[config.mk]
export PLATFORM = sky130hd
export DESIGN_NAME = seg7_scan_driver
export DESIGN_NICKNAME = d
export VERILOG_FILES = /design/src/rtl/seg7_pkg.sv /design/src/rtl/seg7_encode.sv /design/src/rtl/seg7_scan_driver.sv
export SDC_FILE = /design/constraint.sdc
export NUM_CORES = 1
export LEC_CHECK = 0
export BUFFER_PORTS_ARGS = -buffer_cell sky130_fd_sc_hd__buf_4
export CAP_MARGIN = 0
export CORE_MARGIN = 4
export CORE_UTILIZATION = 60
export CTS_CLUSTER_DIAMETER = 60
export DETAILED_ROUTE_END_ITERATION = 16
export PLACE_DENSITY = 0.81
export SLEW_MARGIN = 20
export SYNTH_ARGS = -nofsm -noshare
export SYNTH_HDL_FRONTEND = slang
export SYNTH_SLANG_ARGS = --single-unit
export TNS_END_PERCENT = 100
[constraint.sdc]
create_clock -name i_Clk -period 3.3 [get_ports i_Clk]
set_input_delay 0 -clock i_Clk [delete_from_list [all_inputs] [get_ports i_Clk]]
set_output_delay 0 -clock i_Clk [all_outputs]
set_load 0.02 [all_outputs]
[src/rtl/seg7_pkg.sv]
// seg7_pkg
// Shared definitions for the seven-segment scan driver:
//   - scan_state_e : slot phase, GAP (all digits dark) or SHOW (one digit lit)
//   - SEG7_TABLE   : active-high segment patterns for hex digits 0..F,
//                    bit 6 = segment A ... bit 0 = segment G
package seg7_pkg;

    typedef enum logic {
        GAP  = 1'b0,
        SHOW = 1'b1
    } scan_state_e;

    localparam logic [6:0] SEG7_TABLE [16] = '{
        7'h7E, 7'h30, 7'h6D, 7'h79,   // 0 1 2 3
        7'h33, 7'h5B, 7'h5F, 7'h70,   // 4 5 6 7
        7'h7F, 7'h7B, 7'h77, 7'h1F,   // 8 9 A b
        7'h4E, 7'h3D, 7'h4F, 7'h47    // C d E F
    };

endpackage

[src/rtl/seg7_encode.sv]
// seg7_encode
// Purely combinational hex-to-seven-segment decoder (active-high).
// Ports:
//   i_Nibble   in  4  hex digit to display
//   o_Segments out 7  segments A..G, bit 6 = A, bit 0 = G
module seg7_encode
    import seg7_pkg::*;
(
    input  logic [3:0] i_Nibble,
    output logic [6:0] o_Segments
);

    assign o_Segments = SEG7_TABLE[i_Nibble];

endmodule

[src/rtl/seg7_scan_driver.sv]
// seg7_scan_driver
// Time-multiplexed driver for a DIGITS-wide hex seven-segment display.
// Each digit owns a slot of REFRESH_DIV cycles; the first GAP_CYCLES of a
// slot keep every digit dark to suppress ghosting. A new value is taken
// through a valid/ready handshake into a shadow register and only copied to
// the displayed register at a frame boundary, so a frame never mixes values.
// Ports:
//   i_Clk       in  1          clock, rising edge
//   i_Rst       in  1          synchronous active-high reset
//   i_Valid     in  1          new display value offered
//   i_Value     in  4*DIGITS   nibble k drives digit k (k=0 rightmost)
//   i_Blank_LZ  in  1          blank leading zeros
//   o_Ready     out 1          driver can accept a value
//   o_Segments  out 7          segments A..G (bit 6 = A), registered
//   o_Digit_En  out DIGITS     digit enables, at most one active, registered
module seg7_scan_driver
    import seg7_pkg::*;
#(
    parameter int DIGITS      = 4,
    parameter int REFRESH_DIV = 25000,
    parameter int GAP_CYCLES  = 250,
    parameter int ACTIVE_LOW  = 1
) (
    input  logic                  i_Clk,
    input  logic                  i_Rst,
    input  logic                  i_Valid,
    input  logic [4*DIGITS-1:0]   i_Value,
    input  logic                  i_Blank_LZ,
    output logic                  o_Ready,
    output logic [6:0]            o_Segments,
    output logic [DIGITS-1:0]     o_Digit_En
);

    localparam int CNT_W = $clog2(REFRESH_DIV);
    localparam int DIG_W = (DIGITS > 1) ? $clog2(DIGITS) : 1;

    localparam logic [CNT_W-1:0] CNT_MAX  = CNT_W'(REFRESH_DIV - 1);
    localparam logic [CNT_W-1:0] GAP_LAST = CNT_W'((GAP_CYCLES > 0) ? GAP_CYCLES - 1 : 0);
    localparam logic [DIG_W-1:0] DIG_MAX  = DIG_W'(DIGITS - 1);

    localparam scan_state_e RESET_STATE = (GAP_CYCLES > 0) ? GAP : SHOW;

    // "Off" levels of the pins; XOR with these converts active-high to pin polarity.
    localparam logic [6:0]        SEG_OFF = (ACTIVE_LOW != 0) ? 7'h7F : 7'h00;
    localparam logic [DIGITS-1:0] EN_OFF  = (ACTIVE_LOW != 0) ? '1 : '0;

    logic [CNT_W-1:0]    cnt_q,    cnt_d;
    logic [DIG_W-1:0]    dig_q,    dig_d;
    scan_state_e         state_q,  state_d;
    logic [4*DIGITS-1:0] disp_q,   disp_d;
    logic [4*DIGITS-1:0] shadow_q, shadow_d;
    logic                pend_q,   pend_d;
    logic [6:0]          seg_q,    seg_d;
    logic [DIGITS-1:0]   en_q,     en_d;

    logic                slot_end;
    logic                frame_end;
    logic                accept;
    logic                seen;
    logic [DIGITS-1:0]   keep;
    logic [DIGITS-1:0]   onehot;
    logic [3:0]          nibble;
    logic [6:0]          glyph;

    // ---------------- slot counter and digit index ----------------
    // NOTE: every signal assigned in an always_comb gets a default at the top,
    // so no path leaves it unassigned and no latch is inferred.
    always_comb begin
        slot_end  = (cnt_q == CNT_MAX);
        frame_end = slot_end && (dig_q == DIG_MAX);
        cnt_d     = slot_end ? '0 : cnt_q + 1'b1;
        dig_d     = dig_q;
        if (slot_end) begin
            dig_d = (dig_q == DIG_MAX) ? '0 : dig_q + 1'b1;
        end
    end

    // ---------------- slot FSM ----------------
    // GAP covers counter values 0..GAP_CYCLES-1, SHOW the rest of the slot.
    always_comb begin
        state_d = state_q;
        case (state_q)
            GAP:     if (cnt_q == GAP_LAST) state_d = SHOW;
            SHOW:    if (slot_end && (GAP_CYCLES > 0)) state_d = GAP;
            default: state_d = RESET_STATE;
        endcase
    end

    // ---------------- value handshake ----------------
    // accept and the frame-boundary load are mutually exclusive (one needs
    // pend_q low, the other high), so an accept on the boundary cycle waits
    // for the next boundary.
    always_comb begin
        accept   = i_Valid && !pend_q;
        shadow_d = accept ? i_Value : shadow_q;
        pend_d   = pend_q;
        disp_d   = disp_q;
        if (accept) begin
            pend_d = 1'b1;
        end else if (frame_end && pend_q) begin
            disp_d = shadow_q;
            pend_d = 1'b0;
        end
    end

    assign o_Ready = !pend_q;

    // ---------------- leading-zero blanking ----------------
    // Scan from the most significant digit down; a digit stays lit once any
    // nibble at or above it is non-zero. Digit 0 is always kept.
    always_comb begin
        seen = 1'b0;
        keep = '0;
        for (int k = DIGITS - 1; k >= 0; k--) begin
            seen    = seen | (disp_q[4*k +: 4] != 4'h0);
            keep[k] = seen || (k == 0) || !i_Blank_LZ;
        end
    end

    // ---------------- digit mux, encode, output staging ----------------
    assign nibble = disp_q[{dig_q, 2'b00} +: 4];

    seg7_encode u_encode (
        .i_Nibble   (nibble),
        .o_Segments (glyph)
    );

    always_comb begin
        onehot = DIGITS'(1) << dig_q;
        seg_d  = SEG_OFF;
        en_d   = EN_OFF;
        if ((state_q == SHOW) && keep[dig_q]) begin
            seg_d = glyph  ^ SEG_OFF;
            en_d  = onehot ^ EN_OFF;
        end
    end

    // NOTE: sequential state uses non-blocking assignments so every flop
    // samples the pre-edge values, independent of statement order.
    always_ff @(posedge i_Clk) begin
        if (i_Rst) begin
            cnt_q    <= '0;
            dig_q    <= '0;
            state_q  <= RESET_STATE;
            disp_q   <= '0;
            shadow_q <= '0;
            pend_q   <= 1'b0;
            seg_q    <= SEG_OFF;
            en_q     <= EN_OFF;
        end else begin
            cnt_q    <= cnt_d;
            dig_q    <= dig_d;
            state_q  <= state_d;
            disp_q   <= disp_d;
            shadow_q <= shadow_d;
            pend_q   <= pend_d;
            seg_q    <= seg_d;
            en_q     <= en_d;
        end
    end

    assign o_Segments = seg_q;
    assign o_Digit_En = en_q;

endmodule

==> metrics.cfg, run 1 <==
[run_status]
status = finished clean

[cts]
ctsResizeCount = 0
h-tree-depth = 3
cts_tree = built
clock_latency_ps = 340
cts_buffers = 9
clock_sinks = 62
clk_path_buf_depth = 2
cts-root-buf = clkbuf_8
cts.clk_slew.worst_paths_ps = 70

[detailed_routing]
wl_per_cell_microns = 13.1
drt-initial-drc-count = 148
viasPerCell = 5.30
drc = 0
vias = 2300
drtAntennaViolNets = 0
drt_first_pass_iters = 4
wirelength_microns = 5700

[die]
placeableCoreArea_sq_um = 4720
die_x_microns = 78.0
die_h_microns = 78.0
fp.dieArea_sq_um = 6080
rows = 25
io_pins = 32
initial_core_util_pct = 62.2

[yosys]
ys.warnings.count = 0
ys_ff_latch = 62
syn_inst = 316
yosys-top-cells-area = dfxtp_1 (42%), nand2b_1 (7.4%), mux2i_1 (5.8%)
synth_seq_area_share_pct = 42.2
netlist_area_sq_um = 2940
synth_nets = 348
synth_largest_area_cell = dfxtp_1
synth_top_area_share_pct = 42.2
syn_area_per_cell_sq_um = 9.30
yosysMostFrequentCell = dfxtp_1
synthTopCellsByCount = dfxtp_1 (62), nand2_1 (44), nand2b_1 (35)
synth_edf_count = 0
synthFlopType = dfxtp_1
synth-async-reset-ratio_pct = 0
yosysUniqueCellTypes = 44

[sta]
max_slew.worst_pin.slew_ps = 1010
setup_violations = 0
maxSlewHeadroom_pct = 32.7
min_period_ps = 2460
fin_tns_setup_ps = 0
whs_ps = 51.0
fin_crit_sh_pct = 74.4
slew_violations = 0
rsz0062_at_grt = false
skew_ps = 11.5
hold_violations = 0
max_freq_mhz = 407

[worst_setup_path]
cp-start-kind = register
arrival_ps = 2670
endpoint_kind = register
crit_fanout = 12
path_class = reg2reg
crit_required_ps = 3510

[run]
cap_violations = 0

[power_and_ir_drop]
p_leak_nw = 1.34
cellPowerDensity_nw_per_um2 = 466
ir_worst_vdd_mv = 0.319

[finish]
area_growth_pct = 22.2
fillers = 338
fin_nets = 394
diodes = 0
drive_gt1_share_pct = 16.1

[grt]
track_usage_pct = 20.7
grt_util_met3_pct = 5.80
busiest_layer = met2
grt_max_degree = 56
grt_use_met2_pct = 34.2
gr-usage-met1_pct = 25.0
antenna_found_initial = 0
grt_pass1_vias = 2242
overflow = 0
grt_pass1_wl_microns = 10000

[placement]
dp.final_hpwl_microns = 3660
portBuffers = 31
globalplace.congestion = 0.796

[hold_path]
hold_path.class = in2reg

[cell usage in the layout, fill, tap and decap left out, types with 4 or more instances in the layout]
master,synthesis,layout
a21oi_1,21,21
buf_4,0,32
clkbuf_8,0,10
dfxtp_1,62,62
dlygate4sd3_1,0,17
ha_1,12,12
inv_1,10,10
mux2i_1,17,17
nand2_1,44,44
nand2b_1,35,35
nand3_1,6,6
nand4_1,4,4
nor2_1,24,24
nor3_1,9,9
nor4_1,4,4
xnor2_1,10,10
xor2_1,4,4
[path summary, 6_finish.rpt]
path	startpoint	endpoint	slack, ps	depth (start not counted)
worst min-delay path	i_Blank_LZ	o_Digit_En[3]$_SDFF_PP1_	50	3
worst max-delay path	dig_q[0]$_SDFFE_PP0N_	o_Segments[3]$_SDFF_PP1_	840	6
worst max register to register	dig_q[0]$_SDFFE_PP0N_	o_Segments[3]$_SDFF_PP1_	840	6
worst min register to register	shadow_q[10]$_SDFFE_PP0P_	shadow_q[10]$_SDFFE_PP0P_	460	2
[layout make-up]
type | instances | area [sq um] | area share [%]
Tap cell | 67 | 83.8 | 2.33
Clock buffer | 10 | 138 | 3.83
Timing Repair Buffer | 49 | 410 | 11.4
Inverter | 11 | 41.3 | 1.15
Clock inverter | 6 | 109 | 3.03
Sequential cell | 62 | 1240 | 34.6
Multi-Input combinational cell | 229 | 1570 | 43.7
[flip-flops by register name (all words and copies together), names as in the netlist]
register    flops
disp_q         16
shadow_q       16
cnt_q          15
o_Segments      7
o_Digit_En      4
dig_q           2
pend_q          1
state_q         1
[cells by family (layout without fill, tap and decap cells)]
family	Yosys count	in the layout	synth area share, %
and+or+nand+nor	137	137	23.4
muxes	27	27	12.1
buffers and inverters	25	76	4.38
xor gates and xnor gates	14	14	4.17
adders and majority gates	12	12	5.11
DFF	62	62	42.2
AOI/OAI and AO/OA	39	39	8.56
[power by group]
| part | total (mW) | switching [mW] | internal, mW |
|---|---|---|---|
| registers | 0.773 | 0.00966 | 0.763 |
| logic | 0.0862 | 0.0387 | 0.0475 |
| clock network | 0.814 | 0.294 | 0.521 |
| total | 1.67 | 0.342 | 1.33 |
[per-stage QoR]
| step | power [mW] | setup slack [ps] | instance area [sq um] | instances | utilization, % |
|---|---|---|---|---|---|
| floorplan | 0.833 | 1160 | 2940 | 316 | - |
| global placement | 0.858 | 956 | 3180 | 401 | 67.2 |
| detailed placement | 0.859 | 863 | 3180 | 401 | 67.2 |
| CTS | 1.68 | 845 | 3590 | 434 | 76.1 |
| global route | 1.72 | 696 | 3590 | 434 | 76.1 |
| finish | 1.67 | 845 | 3590 | 434 | 76.1 |
[routing by layer]
layer  vias up  part of all wire [%]
li1       1171                     -
met1      1049                    47
met2        69                    47
met3        11                   4.7
met4         0                   1.9
met5         -                     0
[worst max-delay path: stages, from the launching register on]
cell      delay [ps]
dfxtp_1          630
mux4_1           730
inv_1            150
ha_1             180
inv_1             40
mux4_1           440
nand2b_1         140
[what timing repair did]
item	in CTS	in global routing
buffers inserted	0	0
hold buffers	17	0
endpoints found under the hold margin	17	0
(Power assumes the default switching activity.)
==> run 2, diff against run 1 <==
--- a/config.mk
+++ b/config.mk
@@ -8,10 +8,10 @@
 export BUFFER_PORTS_ARGS = -buffer_cell sky130_fd_sc_hd__buf_4
 export CAP_MARGIN = 0
 export CORE_MARGIN = 4
-export CORE_UTILIZATION = 60
+export CORE_UTILIZATION = 58
 export CTS_CLUSTER_DIAMETER = 60
 export DETAILED_ROUTE_END_ITERATION = 16
-export PLACE_DENSITY = 0.81
+export PLACE_DENSITY = 0.79
 export SLEW_MARGIN = 20
 export SYNTH_ARGS = -nofsm -noshare
 export SYNTH_HDL_FRONTEND = slang
==> constraint.sdc (replaced) <==
create_clock -name i_Clk -period 2.3 [get_ports i_Clk]
set_input_delay 0 -clock i_Clk [delete_from_list [all_inputs] [get_ports i_Clk]]
set_output_delay 0 -clock i_Clk [all_outputs]
set_load 0.02 [all_outputs]
==> metrics.cfg, run 2 (synthesized netlist as in run 1, its figures left out) <==
[sta]
fin_crit_sh_pct = 94.2  ; +20 points
hold_violations = 0  ; unchanged
fin_tns_setup_ps = 0  ; unchanged
min_period_ps = 2170  ; -289 ps
rsz0062_at_grt = false
skew_ps = 12.1  ; +0.568 ps
slew_violations = 0  ; unchanged
setup_violations = 0  ; unchanged
max_slew.worst_pin.slew_ps = 548  ; -460 ps
maxSlewHeadroom_pct = 63.1  ; +30 points
max_freq_mhz = 462  ; +13%

[finish]
utilization_pct = 74.1  ; -1.9 points
drive_gt1_share_pct = 17.0  ; +0.90 points
layout_commonest_cell = dfxtp_1
fin_nets = 399  ; +1.3%
fillers = 381  ; +13%
area_growth_pct = 21.5
diodes = 0  ; unchanged
top_regs = disp_q x16, shadow_q x16, cnt_q x15
mostFrequentLayoutCells = dfxtp_1 (62), nand2_1 (44), buf_4 (37)

[cts]
cts_buffers = 9  ; unchanged
ctsResizeCount = 0  ; unchanged
cts.clk_slew.worst_paths_ps = 70  ; about the same
clock_latency_ps = 340  ; about the same
h-tree-depth = 3  ; unchanged
cts-root-buf = clkbuf_8
clock_sinks = 62  ; unchanged
clk_path_buf_depth = 2  ; unchanged
cts_tree = built

[detailed_routing]
viasPerCell = 5.24  ; -1.2%
wirelength_microns = 5530  ; -2.9%
wl_met3_microns = 208  ; -23%
wl_met2_microns = 2520  ; -5.0%
drt-initial-drc-count = 80  ; -46%
drc = 0  ; unchanged
wl_per_cell_microns = 12.6  ; -3.8%
drt-met1-wl_microns = 2670  ; +0.45%
drt_first_pass_iters = 4  ; unchanged
top_layer = met4
drtAntennaViolNets = 0  ; unchanged
vias = 2293  ; -0.30%

[worst_setup_path]
cp-start-kind = register
arrival_ps = 2380  ; -290 ps
crit_fanout = 6  ; -6
slowest_delay_ps = 690  ; -40 ps
cp_cell_sequence = mux4_1 > inv_1 > ha_1 > inv_1 > mux4_1 > nand2b_1
crit_required_ps = 2510  ; -1000 ps
slowest_stage = mux4_1
path_class = reg2reg
endpoint_kind = register

[hold_path]
hold_path.class = in2reg

[run]
cap_violations = 0  ; unchanged

[die]
die_h_microns = 79.2  ; +1.5%
initial_core_util_pct = 61.0  ; -1.2 points
rows = 25  ; unchanged
io_pins = 32  ; unchanged
placeableCoreArea_sq_um = 4820  ; +2.0%
fp.dieArea_sq_um = 6270  ; +3.1%
die_x_microns = 79.2  ; +1.5%

[grt]
grt_pass1_vias = 2134  ; -4.8%
grt_max_degree = 56  ; unchanged
overflow = 0  ; unchanged
antenna_found_initial = 0  ; unchanged
track_usage_pct = 19.4  ; -1.3 points
grt_pass1_wl_microns = 9500  ; -5.4%

[placement]
dp.final_hpwl_microns = 3820  ; +4.4%
portBuffers = 31  ; unchanged
globalplace.congestion = 0.812  ; +2.1%

[power_and_ir_drop]
p_leak_nw = 1.34  ; -0.11%
cellPowerDensity_nw_per_um2 = 602  ; +29%
ir_worst_vdd_mv = 0.513  ; +61%

[run_status]
status = finished clean

==> run 2: cell count changes in the layout (fill, tap and decap cells not counted), sizes merged <==
| cell | before | now |
|---|---|---|
| clkbuf | 10 | 9 |
| bufinv | 3 | 1 |
| clkinv | 3 | 4 |
| buf | 32 | 37 |
| inv | 11 | 12 |
==> run 2: what timing repair did <==
| action | CTS | global route |
|---|---|---|
| hold buffers | 17 | 0 |
| hold endpoints to repair | 17 | 0 |
| setup buffers | 0 | 0 |
==> run 2: layout make-up <==
type	instances	area (sq um)	area share, %
Clock buffer	9	124	3.47
Timing Repair Buffer	54	448	12.5
Inverter	11	41.3	1.16
Multi-Input combinational cell	229	1570	44.0
Sequential cell	62	1240	34.8
Tap cell	67	83.8	2.35
Clock inverter	6	62.6	1.75
==> run 2: critical path: cells and delay by family (launching register included) <==
family                   cells  cell delay, ps
adder cells (fa/ha/maj)      1             160
buffers and inverters        2             200
AND/OR/NAND/NOR              1             150
flip-flops                   1             390
multiplexers                 2            1140
==> run 2: path summary, 6_finish.rpt <==
kind,startpoint,endpoint,slack [ps],cells past startpoint
max,dig_q[0]$_SDFFE_PP0N_,o_Segments[3]$_SDFF_PP1_,130,6
min reg2reg,shadow_q[15]$_SDFFE_PP0P_,shadow_q[15]$_SDFFE_PP0P_,460,2
max reg2reg,dig_q[0]$_SDFFE_PP0N_,o_Segments[3]$_SDFF_PP1_,130,6
min,i_Blank_LZ,o_Digit_En[1]$_SDFF_PP1_,50,3
==> run 2: stage by stage <==
step	std cells	area [sq um]	hold WS, ps	power [mW]	setup WS (ps)
after global placement	406	3210	246	1.23	245
final	438	3570	52.1	2.15	134
after detailed placement	406	3210	257	1.24	173
after global routing	438	3570	110	2.24	29.5
after CTS	438	3570	42.8	2.17	131
after floorplan	316	2940	136	1.19	165
==> run 2: metal layers <==
metal / up-vias / track usage (%)
li1: 1183 / -
met1: 1061 / 23.2
met2: 38 / 31.2
met3: 11 / 6.12
met4: 0 / 10.1
met5: - / 0
==> run 2: report_power, final <==
| group | switching, mW | leakage, nW | internal, mW |
|---|---|---|---|
| sequential | 0.0138 | 0.503 | 1.09 |
| combinational | 0.0547 | 0.733 | 0.0697 |
| clock | 0.421 | 0.0992 | 0.493 |
| total | 0.489 | 1.34 | 1.66 |
==> run 3, diff against run 2 <==
--- a/config.mk
+++ b/config.mk
@@ -7,7 +7,7 @@
 export LEC_CHECK = 0
 export BUFFER_PORTS_ARGS = -buffer_cell sky130_fd_sc_hd__buf_4
 export CAP_MARGIN = 0
-export CORE_MARGIN = 4
+export CORE_MARGIN = 2
 export CORE_UTILIZATION = 58
 export CTS_CLUSTER_DIAMETER = 60
 export DETAILED_ROUTE_END_ITERATION = 16
==> metrics.cfg, run 3 (synthesized netlist as in run 1, its figures left out) <==
[run_status]
status = finished clean

[die]
fp.dieArea_sq_um = 5650  ; -9.8%
placeableCoreArea_sq_um = 4820  ; unchanged
initial_core_util_pct = 61.0  ; unchanged
io_pins = 32  ; unchanged
die_x_microns = 75.2  ; -5.1%
rows = 25  ; unchanged
die_h_microns = 75.2  ; -5.1%

[hold_path]
hold_path.class = in2reg
min_from = i_Blank_LZ

[cts]
cts.clk_slew.worst_paths_ps = 60  ; about the same
cts_buffers = 9  ; unchanged
ctsResizeCount = 0  ; unchanged
clock_latency_ps = 340  ; about the same
cts-root-buf = clkbuf_8
clk_path_buf_depth = 2  ; unchanged
clock_sinks = 62  ; unchanged
cts_tree = built
h-tree-depth = 3  ; unchanged

[placement]
place_ws_ps = 193  ; +19.6 ps
dp.final_hpwl_microns = 3880  ; +1.4%
placed_cell_area_sq_um = 3210  ; unchanged
portBuffers = 31  ; unchanged
dp_cells = 406  ; unchanged
globalplace.congestion = 0.804  ; -1.0%

[sta]
min_period_ps = 2130  ; -41.0 ps
max_freq_mhz = 471  ; +1.9%
fin_crit_sh_pct = 92.4  ; -1.8 points
fin_tns_setup_ps = 0  ; unchanged
max_slew.worst_pin.slew_ps = 586  ; +38.4 ps
hold_violations = 0  ; unchanged
skew_ps = 6.34  ; -5.72 ps
maxSlewHeadroom_pct = 60.6  ; -2.6 points
rsz0062_at_grt = false
slew_violations = 0  ; unchanged
fin_ws_ps = 175  ; +41.0 ps
whs_ps = 51.4  ; -0.738 ps
setup_violations = 0  ; unchanged

[detailed_routing]
vias = 2271  ; -0.96%
viasPerCell = 5.17  ; -1.2%
drt_first_pass_iters = 5  ; +1
drt-initial-drc-count = 147  ; +84%
wl_per_cell_microns = 12.9  ; +1.9%
drc = 0  ; unchanged
drtAntennaViolNets = 0  ; unchanged
wirelength_microns = 5650  ; +2.1%

[finish]
area_growth_pct = 21.9
diodes = 0  ; unchanged
fin_cells = 439  ; +0.23%
regArea_sq_um = 1240  ; unchanged
layout_commonest_cell = dfxtp_1
final_cell_area_sq_um = 3580  ; +0.39%
utilization_pct = 74.4  ; +0.29 points
drive_gt1_share_pct = 16.9  ; -0.046 points
fillers = 350  ; -8.1%
top_regs = disp_q x16, shadow_q x16, cnt_q x15
multiInputGateArea_sq_um = 1570  ; unchanged
fin_nets = 399  ; unchanged
mostFrequentLayoutCells = dfxtp_1 (62), nand2_1 (44), buf_4 (37)

[grt]
grt_pass1_vias = 2150  ; +0.75%
overflow = 0  ; unchanged
grt_pass1_wl_microns = 9720  ; +2.3%
track_usage_pct = 23.1  ; +3.7 points
antenna_found_initial = 0  ; unchanged
grt_max_degree = 56  ; unchanged

[worst_setup_path]
crit_fanout = 6  ; unchanged
path_class = reg2reg
endpoint_kind = register
crit_required_ps = 2520  ; about the same
arrival_ps = 2350  ; -30 ps
cp-start-kind = register
crit_start = dig_q[0]$_SDFFE_PP0N_
worst_r2r_startpoint = dig_q[0]$_SDFFE_PP0N_

[power_and_ir_drop]
fin_total_pwr_mw = 2.19  ; +1.9%
ir_worst_vdd_mv = 0.498  ; -2.9%
cellPowerDensity_nw_per_um2 = 611  ; +1.5%
p_leak_nw = 1.34  ; +0.52%

[run]
cap_violations = 0  ; unchanged

run 3: cell count changes in the layout (fill, tap and decap cells not counted):
| cell | previous run | this run |
|---|---|---|
| clkinv_4 | 1 | 0 |
| clkbuf_1 | 0 | 1 |
| clkbuf_8 | 9 | 11 |
| inv_6 | 1 | 0 |
run 3: critical path, cell delays in order, from the launching register on:
cell and delay (ps):
dfxtp_1 400, mux4_1 690, inv_1 150, ha_1 150, inv_1 40, mux4_1 440, nand2b_1 140
run 3: worst paths after layout:
path                                     to  slack [ps]  depth (start not counted)
setup reg to reg   o_Segments[3]$_SDFF_PP1_         170                          6
hold reg to reg   shadow_q[14]$_SDFFE_PP0P_         460                          2
hold / removal     o_Digit_En[2]$_SDFF_PP1_          50                          3
setup / recovery   o_Segments[3]$_SDFF_PP1_         170                          6
run 3: metal layers:
metal | wire (microns) | share of wire, % | global-route usage, %
met5 | 0 | 0 | 0
met4 | 43 | 0.76 | 12.9
met3 | 257 | 4.6 | 4.69
met2 | 2720 | 48 | 37.0
met1 | 2630 | 47 | 29.1
run 3: final cells by class:
type	count	share of cell area [%]
Clock inverter	4	1.26
Multi-Input combinational cell	229	43.8
Clock buffer	12	4.33
Tap cell	67	2.34
Inverter	11	1.15
Timing Repair Buffer	54	12.5
Sequential cell	62	34.6
run 3: what timing repair did:
action | CTS | global route
buffers inserted | 0 | 0
hold buffers | 17 | 0
endpoints found under the hold margin | 17 | 0
run 3: power by group:
group | switching [mW] | internal, mW | leakage, nW
sequential | 0.0144 | 1.10 | 0.503
combinational | 0.0558 | 0.0696 | 0.733
clock | 0.399 | 0.554 | 0.106
